<file path="src/rtl/uart_rx_if.sv">
// FIFO-side bundle of the UART receiver: received byte, write strobe, full flag and status pulses.
interface uart_rx_if #(
    parameter int WIDTH = 8
);
    logic [WIDTH-1:0] data;
    logic             wr;
    logic             full;
    logic             busy;
    logic             frame_err;
    logic             overrun;
    logic             parity_err;

    modport master (
        output data, wr, busy, frame_err, overrun, parity_err,
        input  full
    );

    modport slave (
        input  data, wr, busy, frame_err, overrun, parity_err,
        output full
    );
endinterface

</file>
<file path="src/rtl/uart_rx.sv">
// Oversampling UART receiver feeding the echo FIFO; LSB-first, one stop bit, single-cycle status pulses.
// Optional parity stage enabled by defining UART_RX_PARITY_EN.
module uart_rx #(
    parameter int CLK_FREQ    = 50_000_000,
    parameter int BAUD        = 115200,
    parameter int WIDTH       = 8,
    parameter int SYNC_STAGES = 2,
    parameter int PARITY_ODD  = 0
) (
    input  logic      clk,
    input  logic      rst_n,
    input  logic      rx,
    uart_rx_if.master bus
);
    localparam int CLKS_PER_BIT = CLK_FREQ / BAUD;
    localparam int DIV_W        = $clog2(CLKS_PER_BIT);
    localparam int CNT_W        = $clog2(WIDTH + 1);

    localparam logic [DIV_W-1:0] DIV_ZERO = DIV_W'(0);
    localparam logic [DIV_W-1:0] DIV_ONE  = DIV_W'(1);
    localparam logic [DIV_W-1:0] DIV_HALF = DIV_W'(CLKS_PER_BIT / 2 - 1);
    localparam logic [DIV_W-1:0] DIV_FULL = DIV_W'(CLKS_PER_BIT - 1);
    localparam logic [CNT_W-1:0] CNT_ZERO = CNT_W'(0);
    localparam logic [CNT_W-1:0] CNT_ONE  = CNT_W'(1);
    localparam logic [CNT_W-1:0] CNT_LAST = CNT_W'(WIDTH - 1);

    if (CLKS_PER_BIT < 4) begin : g_bad_clks_per_bit
        $fatal(1, "uart_rx: CLKS_PER_BIT must be >= 4");
    end
    if (SYNC_STAGES < 2) begin : g_bad_sync_stages
        $fatal(1, "uart_rx: SYNC_STAGES must be >= 2");
    end

    typedef enum logic [2:0] {
        ST_WAIT_IDLE = 3'd0,
        ST_IDLE      = 3'd1,
        ST_START     = 3'd2,
        ST_DATA      = 3'd3,
        ST_PARITY    = 3'd4,
        ST_STOP      = 3'd5
    } state_e;

    function automatic logic parity_ok(input logic [WIDTH-1:0] d, input logic p);
        parity_ok = (p == ((^d) ^ (PARITY_ODD != 0)));
    endfunction

    logic [SYNC_STAGES-1:0] sync_r;
    logic                   rxs_s;

    state_e           state_r,  state_nxt_s;
    logic [DIV_W-1:0] div_r,    div_nxt_s;
    logic [CNT_W-1:0] cnt_r,    cnt_nxt_s;
    logic [WIDTH-1:0] shift_r,  shift_nxt_s;
    logic [WIDTH-1:0] data_r,   data_nxt_s;
    logic             wr_r,     wr_nxt_s;
    logic             ferr_r,   ferr_nxt_s;
    logic             ovr_r,    ovr_nxt_s;
    logic             perr_r,   perr_nxt_s;
    logic             busy_r,   busy_nxt_s;
    logic             par_r,    par_nxt_s;

    // rx synchroniser chain; only the last stage feeds decisions
    always_ff @(posedge clk or negedge rst_n) begin
        if (!rst_n) begin
            sync_r <= {SYNC_STAGES{1'b0}};
        end else begin
            sync_r <= {sync_r[SYNC_STAGES-2:0], rx};
        end
    end

    assign rxs_s = sync_r[SYNC_STAGES-1];

    // state and datapath registers
    always_ff @(posedge clk or negedge rst_n) begin
        if (!rst_n) begin
            state_r <= ST_WAIT_IDLE;
            div_r   <= DIV_ZERO;
            cnt_r   <= CNT_ZERO;
            shift_r <= {WIDTH{1'b0}};
            data_r  <= {WIDTH{1'b0}};
            wr_r    <= 1'b0;
            ferr_r  <= 1'b0;
            ovr_r   <= 1'b0;
            perr_r  <= 1'b0;
            busy_r  <= 1'b0;
            par_r   <= 1'b0;
        end else begin
            state_r <= state_nxt_s;
            div_r   <= div_nxt_s;
            cnt_r   <= cnt_nxt_s;
            shift_r <= shift_nxt_s;
            data_r  <= data_nxt_s;
            wr_r    <= wr_nxt_s;
            ferr_r  <= ferr_nxt_s;
            ovr_r   <= ovr_nxt_s;
            perr_r  <= perr_nxt_s;
            busy_r  <= busy_nxt_s;
            par_r   <= par_nxt_s;
        end
    end

    // next-state, bit sampling and pulse generation
    always_comb begin
        state_nxt_s = state_r;
        div_nxt_s   = div_r;
        cnt_nxt_s   = cnt_r;
        shift_nxt_s = shift_r;
        data_nxt_s  = data_r;
        wr_nxt_s    = 1'b0;
        ferr_nxt_s  = 1'b0;
        ovr_nxt_s   = 1'b0;
        perr_nxt_s  = 1'b0;
        par_nxt_s   = par_r;

        case (state_r)
            ST_WAIT_IDLE: begin
                if (rxs_s) begin
                    state_nxt_s = ST_IDLE;
                end else begin
                    state_nxt_s = ST_WAIT_IDLE;
                end
            end
            ST_IDLE: begin
                if (!rxs_s) begin
                    state_nxt_s = ST_START;
                    div_nxt_s   = DIV_HALF;
                end else begin
                    state_nxt_s = ST_IDLE;
                end
            end
            ST_START: begin
                if (div_r != DIV_ZERO) begin
                    div_nxt_s = div_r - DIV_ONE;
                end else if (!rxs_s) begin
                    state_nxt_s = ST_DATA;
                    div_nxt_s   = DIV_FULL;
                    cnt_nxt_s   = CNT_ZERO;
                end else begin
                    state_nxt_s = ST_IDLE;
                end
            end
            ST_DATA: begin
                if (div_r != DIV_ZERO) begin
                    div_nxt_s = div_r - DIV_ONE;
                end else begin
                    shift_nxt_s = {rxs_s, shift_r[WIDTH-1:1]};
                    div_nxt_s   = DIV_FULL;
                    if (cnt_r == CNT_LAST) begin
                        cnt_nxt_s = CNT_ZERO;
`ifdef UART_RX_PARITY_EN
                        state_nxt_s = ST_PARITY;
`else
                        state_nxt_s = ST_STOP;
`endif
                    end else begin
                        cnt_nxt_s = cnt_r + CNT_ONE;
                    end
                end
            end
`ifdef UART_RX_PARITY_EN
            ST_PARITY: begin
                if (div_r != DIV_ZERO) begin
                    div_nxt_s = div_r - DIV_ONE;
                end else begin
                    par_nxt_s   = rxs_s;
                    div_nxt_s   = DIV_FULL;
                    state_nxt_s = ST_STOP;
                end
            end
`endif
            ST_STOP: begin
                if (div_r != DIV_ZERO) begin
                    div_nxt_s = div_r - DIV_ONE;
                end else if (!rxs_s) begin
                    // line held low through the stop bit: wait for idle before re-arming
                    ferr_nxt_s  = 1'b1;
                    state_nxt_s = ST_WAIT_IDLE;
`ifdef UART_RX_PARITY_EN
                end else if (!parity_ok(shift_r, par_r)) begin
                    perr_nxt_s  = 1'b1;
                    state_nxt_s = ST_IDLE;
`endif
                end else if (bus.full) begin
                    ovr_nxt_s   = 1'b1;
                    state_nxt_s = ST_IDLE;
                end else begin
                    wr_nxt_s    = 1'b1;
                    data_nxt_s  = shift_r;
                    state_nxt_s = ST_IDLE;
                end
            end
            default: begin
                state_nxt_s = ST_WAIT_IDLE;
                div_nxt_s   = DIV_ZERO;
                cnt_nxt_s   = CNT_ZERO;
            end
        endcase

        busy_nxt_s = (state_nxt_s == ST_START) || (state_nxt_s == ST_DATA) ||
                     (state_nxt_s == ST_PARITY) || (state_nxt_s == ST_STOP);
    end

    assign bus.data       = data_r;
    assign bus.wr         = wr_r;
    assign bus.busy       = busy_r;
    assign bus.frame_err  = ferr_r;
    assign bus.overrun    = ovr_r;
`ifdef UART_RX_PARITY_EN
    assign bus.parity_err = perr_r;
`else
    assign bus.parity_err = 1'b0;
`endif
endmodule

</file>
<file path="src/flat_wrapper.sv">
// flat-port wrapper written by rule: the top's interface ports become plain ports
module uart_rx_flat 
#(
    parameter int CLK_FREQ    = 50_000_000,
    parameter int BAUD        = 115200,
    parameter int WIDTH       = 8,
    parameter int SYNC_STAGES = 2,
    parameter int PARITY_ODD  = 0
)
  (clk, rst_n, rx, bus_data, bus_wr, bus_busy, bus_frame_err, bus_overrun, bus_parity_err, bus_full);
  uart_rx_if #(.WIDTH(WIDTH)) bus_i ();
  input  logic clk;
  input  logic rst_n;
  input  logic rx;
  output wire logic [$bits(bus_i.data)-1:0] bus_data;
  output wire logic [$bits(bus_i.wr)-1:0] bus_wr;
  output wire logic [$bits(bus_i.busy)-1:0] bus_busy;
  output wire logic [$bits(bus_i.frame_err)-1:0] bus_frame_err;
  output wire logic [$bits(bus_i.overrun)-1:0] bus_overrun;
  output wire logic [$bits(bus_i.parity_err)-1:0] bus_parity_err;
  input wire logic [$bits(bus_i.full)-1:0] bus_full;
  assign bus_data = bus_i.data;
  assign bus_wr = bus_i.wr;
  assign bus_busy = bus_i.busy;
  assign bus_frame_err = bus_i.frame_err;
  assign bus_overrun = bus_i.overrun;
  assign bus_parity_err = bus_i.parity_err;
  assign bus_i.full = bus_full;
  uart_rx #(.CLK_FREQ(CLK_FREQ), .BAUD(BAUD), .WIDTH(WIDTH), .SYNC_STAGES(SYNC_STAGES), .PARITY_ODD(PARITY_ODD)) u_core (.clk(clk), .rst_n(rst_n), .rx(rx), .bus(bus_i));
endmodule
</file>
<file path="config.mk">
export PLATFORM = sky130hd
export DESIGN_NAME = uart_rx_flat
export DESIGN_NICKNAME = d
export VERILOG_FILES = /design/src/rtl/uart_rx_if.sv /design/src/rtl/uart_rx.sv /design/src/flat_wrapper.sv
export SDC_FILE = /design/constraint.sdc
export NUM_CORES = 1
export LEC_CHECK = 0
export CAP_MARGIN = 5
export CORE_MARGIN = 3
export CORE_UTILIZATION = 41
export CTS_BUF_LIST = sky130_fd_sc_hd__clkbuf_4
export CTS_CLUSTER_DIAMETER = 80
export DETAILED_ROUTE_END_ITERATION = 6
export HOLD_SLACK_MARGIN = 0.02
export PLACE_DENSITY = 0.6
export SLEW_MARGIN = 5
export SYNTH_ARGS = -nofsm -noshare
export SYNTH_HDL_FRONTEND = slang
export SYNTH_SLANG_ARGS = --single-unit
</file>
<file path="constraint.sdc">
create_clock -name clk -period 2.61 [get_ports clk]
set_input_delay 0.522 -clock clk [delete_from_list [all_inputs] [get_ports clk]]
set_output_delay 0.522 -clock clk [all_outputs]
set_load 0.03 [all_outputs]
</file>
; Word level (Yosys, flattened, before mapping)
; Index checks and enable logic that the tools add are counted.
[totals]
input_bits = 4
output_inout_bits = 13
ff_bits = 38
[op_classes]
muxes = 30
reduce_logical = 10
addsub = 2
bitwise = 4
n_eq_ne = 15
[op_table]
columns = op, count
row1 = 2-to-1 mux 9 bit, 5
row2 = case mux 9 bit (5 select lines), 1
row3 = 2-to-1 mux 4 bit, 4
row4 = case mux 3 bit (5 select lines), 1
row5 = "equality test 3 x 2 -> 1 bit, second input constant", 4
row6 = 2-to-1 mux 1 bit, 12
row7 = 2-to-1 mux 3 bit, 4
row8 = case mux 4 bit (3 select lines), 1
row9 = AND reduction 4 bit, 3
row10 = "equality test 3 bit, second input constant", 3
row11 = nonzero test 9 bit, 1
row12 = "subtractor 9 x 1 -> 9 bit, second input constant", 1
row13 = "!= test 2 bit, second input constant", 4
row14 = "adder 4 x 1 -> 4 bit, second input constant", 1
row15 = "equality test 4 x 3 -> 1 bit, second input constant", 1
row16 = 2-to-1 mux 2 bit, 2
row17 = inverter 1 bit, 4
row18 = "equality test 3 x 1 -> 1 bit, second input constant", 1
row19 = zero test 3 bit, 1
row20 = logical OR 1 bit, 3
row21 = "!= test 3 bit, second input constant", 1
row22 = OR reduction 3 bit, 1
row23 = "!= test 2 x 1 -> 1 bit, second input constant", 1
row24 = AND reduction 2 bit, 1

; Longest topological paths before layout
[depth]
ltp_word = 8
depth_mapped = 9

; Worst setup path after synthesis
; OpenSTA, ideal clock, no wires.
[synth_timing]
kind = register to register
start = register u_core.div_r[0]
end = register u_core.data_r[0], in the netlist u_core.bus.data[0]
required_time_ps = 2485
path_slack_ps = -56
t_arrival_ps = 2542
path_buffers = 2
setup_time_ps = 125
path_stages_with_launch = 9
path_cell_list = dfrtp_1 > clkbuf_1 > inv_1 > ha_1 > or4b_4 > or3_1 > buf_6 > nor4_4 > mux2_2
[synth_via]
elab_chain_cells = 3
[synth_rtl]
columns = item, line_no
row1 = "start, declared", uart_rx.sv:51  ; logic [DIV_W-1:0] div_r, div_nxt_s;
row2 = "start signal, assigned", uart_rx.sv:89  ; div_r <= div_nxt_s;
row3 = nonzero test 9 bit, uart_rx.sv:172  ; if (div_r != DIV_ZERO) begin
row4 = inverter 1 bit (no source line), --
row5 = AND reduction 4 bit (no source line), --
row6 = "end signal, assigned", uart_rx.sv:80  ; data_r <= {WIDTH{1'b0}};
row7 = "end signal, assigned", uart_rx.sv:92  ; data_r <= data_nxt_s;
row8 = "end, declared", uart_rx.sv:54  ; logic [WIDTH-1:0] data_r, data_nxt_s;
; Every way passes these cells.
; A chain may end at the register's enable or synchronous reset.

; Final worst setup path
[layout_timing]
start = register u_core.div_r[1]
end = register u_core.data_r[2], in the netlist u_core.bus.data[2]
; The elaborated chain is that of the path after synthesis.

==> results.cfg <==
[clock_network]
cts_tree = yes
clk_pin_slew_ns = 0.12
ctsLongestPathBuffers = 2
ctsHtreeMaxLevel = 2
clkLatencyLatePin_ns = 0.34
cts_buffers = 5
ctsHoldBuffers = 0
root_buffer = clkbuf_4
cts.sinks = 38

[run_status]
status = completed

[power]
power_switching_mw = 0.614
combPwrFrac_pct = 34.1
p_clk_share_pct = 17.4
peakVddDrop_mv = 0.344
p_int_mw = 1.06
p_per_area_mw_per_mm2 = 730
power_mw = 1.67
leakage_nw = 1.02
power.share.switching_pct = 36.7
seqPwrFrac_pct = 48.5

[routing]
firstDrtPassIters = 4
wirelength_um = 4330
drt_iter0_markers = 118
ant_nets = 0
drc_errors = 0
routedWlPerCell_um = 16.1
via_per_inst = 5.75
vias = 1548

[synth]
ys_ff_latch = 38
syn_avg_cell_area_um2 = 10.2
synth_ff_type = dfrtp_1
yosysWarnings = 0
synth_top_family_by_area = compound AO/OA/AOI/OAI gates
synthMuxAreaShare_pct = 9.68
ys_seq_area_share_pct = 48.4
synthAdderAreaFrac_pct = 1.91
syn_inst = 193
yosys.area_share.simple_pct = 17.4
synth-xor-area-share_pct = 0.446
synthesis.nets = 200
yosysUniqueCellTypes = 47
synth_compound_area_share_pct = 17.6
synth_area_mm2 = 0.00197
async_flop_share_pct = 100
synth_edf_count = 0

[worst_setup_path]
cp_top_family = simple AND/OR/NAND/NOR gates
slowest_stage = or4b_4
crit_chain = inv_1, ha_1, or4b_4, or3_4, nor4_4, buf_4, mux2_2
slowest_delay_ns = 0.46
worst-path-max-fanout = 9
reg2reg_depth = 7
r2r-start = u_core.div_r[1]
r2r_slack_ns = 0.13
end_kind = flip-flop
criticalPathCategory = flip-flop to flip-flop
reg2reg_to = u_core.bus.data[2]
cp-startpoint = u_core.div_r[1]
startpoint_type = flip-flop
critPathRequiredTime_ns = 2.83
worst-path-buf-inv = 2
crit_arrival_ns = 2.71

[final_layout]
diodes = 0
post-route-util_pct = 50.9
most-common-layout-cells = 38 x dfrtp_1, 17 x o21ai_0, 15 x mux2_2, 15 x buf_4, 14 x clkdlybuf4s50_1
mostFrequentLayoutCell = dfrtp_1
syn_to_final_growth_pct = 16.6
final_layout_size_suffix_gt1_share_pct = 22.1
stdcell_area_mm2 = 0.00229
nets = 223

[timing]
skew_ns = 0.0134
setup_viol = 0
fmax_ghz = 0.403
fin_tns_setup_ns = 0
slew_headroom_pct = 44.9
finalCritPeriodShare_pct = 95.2
hold_viol_final = 0
setup_slack_ns = 0.126
max_slew.worst_pin.slew_ns = 0.827
finalMaxSlewViolations = 0
period_needed_ns = 2.48
rsz0062_at_grt = false

[global_route]
grt_antenna_before_repair = 0
grt_pass1_vias = 1497
grt_use_total_pct = 17.1
grt_pass1_wl_um = 7260
grt_overflow = 0
grt_max_degree = 39

[run]
drv_cap = 0

[floorplanning]
die_area_mm2 = 0.00566
rows = 24
core_mm2 = 0.00450
ioPinCount = 17
fp.dieW_um = 75.2
die_h_um = 75.2
start_util_pct = 43.6

[place]
gp_congestion = 0.891
place_area_mm2 = 0.00223
dp_hpwl_um = 3140
port_buffers = 15
place_ws_ns = 0.121

[hold_path]
hold_path_class = input port to async pin
-- cell usage after synthesis (all sizes together), types with 2 or more instances --
master / n / area [um^2]
a211oi: 3 / 22.5
a21o: 2 / 15.0
a21oi: 8 / 40.0
a22o: 2 / 17.5
a22oi: 2 / 15.0
and2: 2 / 12.5
and3: 2 / 12.5
buf: 2 / 18.8
clkbuf: 12 / 45.0
dfrtp: 38 / 951
ha: 3 / 37.5
inv: 6 / 22.5
mux2: 16 / 180
nand2: 12 / 45.0
nand2b: 4 / 25.0
nand3: 3 / 15.0
nand3b: 2 / 15.0
nor2: 11 / 43.8
nor2b: 3 / 18.8
nor3: 7 / 35.0
nor4: 2 / 27.5
o21ai: 18 / 90.1
o21bai: 3 / 22.5
o22ai: 5 / 31.3
o31ai: 4 / 30.0
or3: 2 / 12.5
or3b: 2 / 17.5
or4: 2 / 15.0
-- kinds of logic (layout without fill, tap and decap cells) --
group / count (synthesis) / in the layout
compound gates: 54 / 54
xor+xnor: 1 / 1
flops: 38 / 38
buf+inv: 20 / 44
fa+ha+maj: 3 / 3
simple gates: 59 / 59
other cells: 1 / 1
mux: 17 / 17
-- worst max path at each step --
stage | to | cells past startpoint
final | u_core.bus.data[2] | 7
after CTS | u_core.bus.data[2] | 7
after global placement | u_core.div_r[3] | 8
after detailed placement | u_core.bus.data[2] | 7
after floorplan | u_core.bus.data[0] | 8
after global routing | u_core.bus.data[4] | 7
-- per-layer routing --
layer | vias up | part of all wire (%) | routed length (um) | track usage, %
met5 | - | 0 | 0 | 0
met4 | 0 | 0.69 | 30 | 4.47
met3 | 4 | 5.1 | 220 | 4.41
met2 | 49 | 51 | 2200 | 27.7
met1 | 752 | 43 | 1880 | 22.9
li1 | 743 | - | - | -
-- per-stage QoR --
| step | std cells | hold WS, ns |
|---|---|---|
| after detailed placement | 261 | 0.340 |
| final | 269 | 0.262 |
| after global placement | 261 | 0.335 |
| after floorplan | 193 | 0.226 |
| after global routing | 269 | 0.298 |
| after CTS | 269 | 0.281 |
-- cell type report --
class	count	area [um^2]
flip-flops and latches	38	951
multi-input cells	135	942
inverters	6	22.5
fillers	416	2210
well taps	52	65.1
clock buffers	5	37.5
repair buffers	30	258
clock inverters	3	16.3
-- power by group through the flow --
stage                     combinational (mW)  clock (mW)  sequential, mW
after global placement                 0.551           0           0.816
after global routing                   0.635       0.342           0.833
final                                  0.571       0.291           0.813
after detailed placement               0.562           0           0.820
after floorplan                        0.419           0           0.784
after CTS                              0.564       0.309           0.808
-- worst reg2reg max path, delay by kind of cell (launching register included) --
| family | cells | cell delay, ns |
|---|---|---|
| fa+ha+maj | 1 | 0.16 |
| buf+inv | 2 | 0.32 |
| flops | 1 | 0.44 |
| mux | 1 | 0.36 |
| simple gates | 3 | 1.09 |
-- sequential cells by signal, summed over array words and instances, names as in the netlist --
| signal | count |
|---|---|
| u_core.bus.overrun | 1 |
| u_core.bus.busy | 1 |
| u_core.sync_r | 2 |
| u_core.cnt_r | 4 |
| u_core.div_r | 9 |
| u_core.bus.frame_err | 1 |
| u_core.state_r | 3 |
| u_core.bus.data | 8 |
| u_core.shift_r | 8 |
| u_core.bus.wr | 1 |
-- what timing repair did --
item | 4_1_cts | 5_1_grt
setup buffers | 0 | 0
resized for setup | 0 | 2
setup endpoints to repair | 0 | 9
Power figures use the tool's default switching activity.
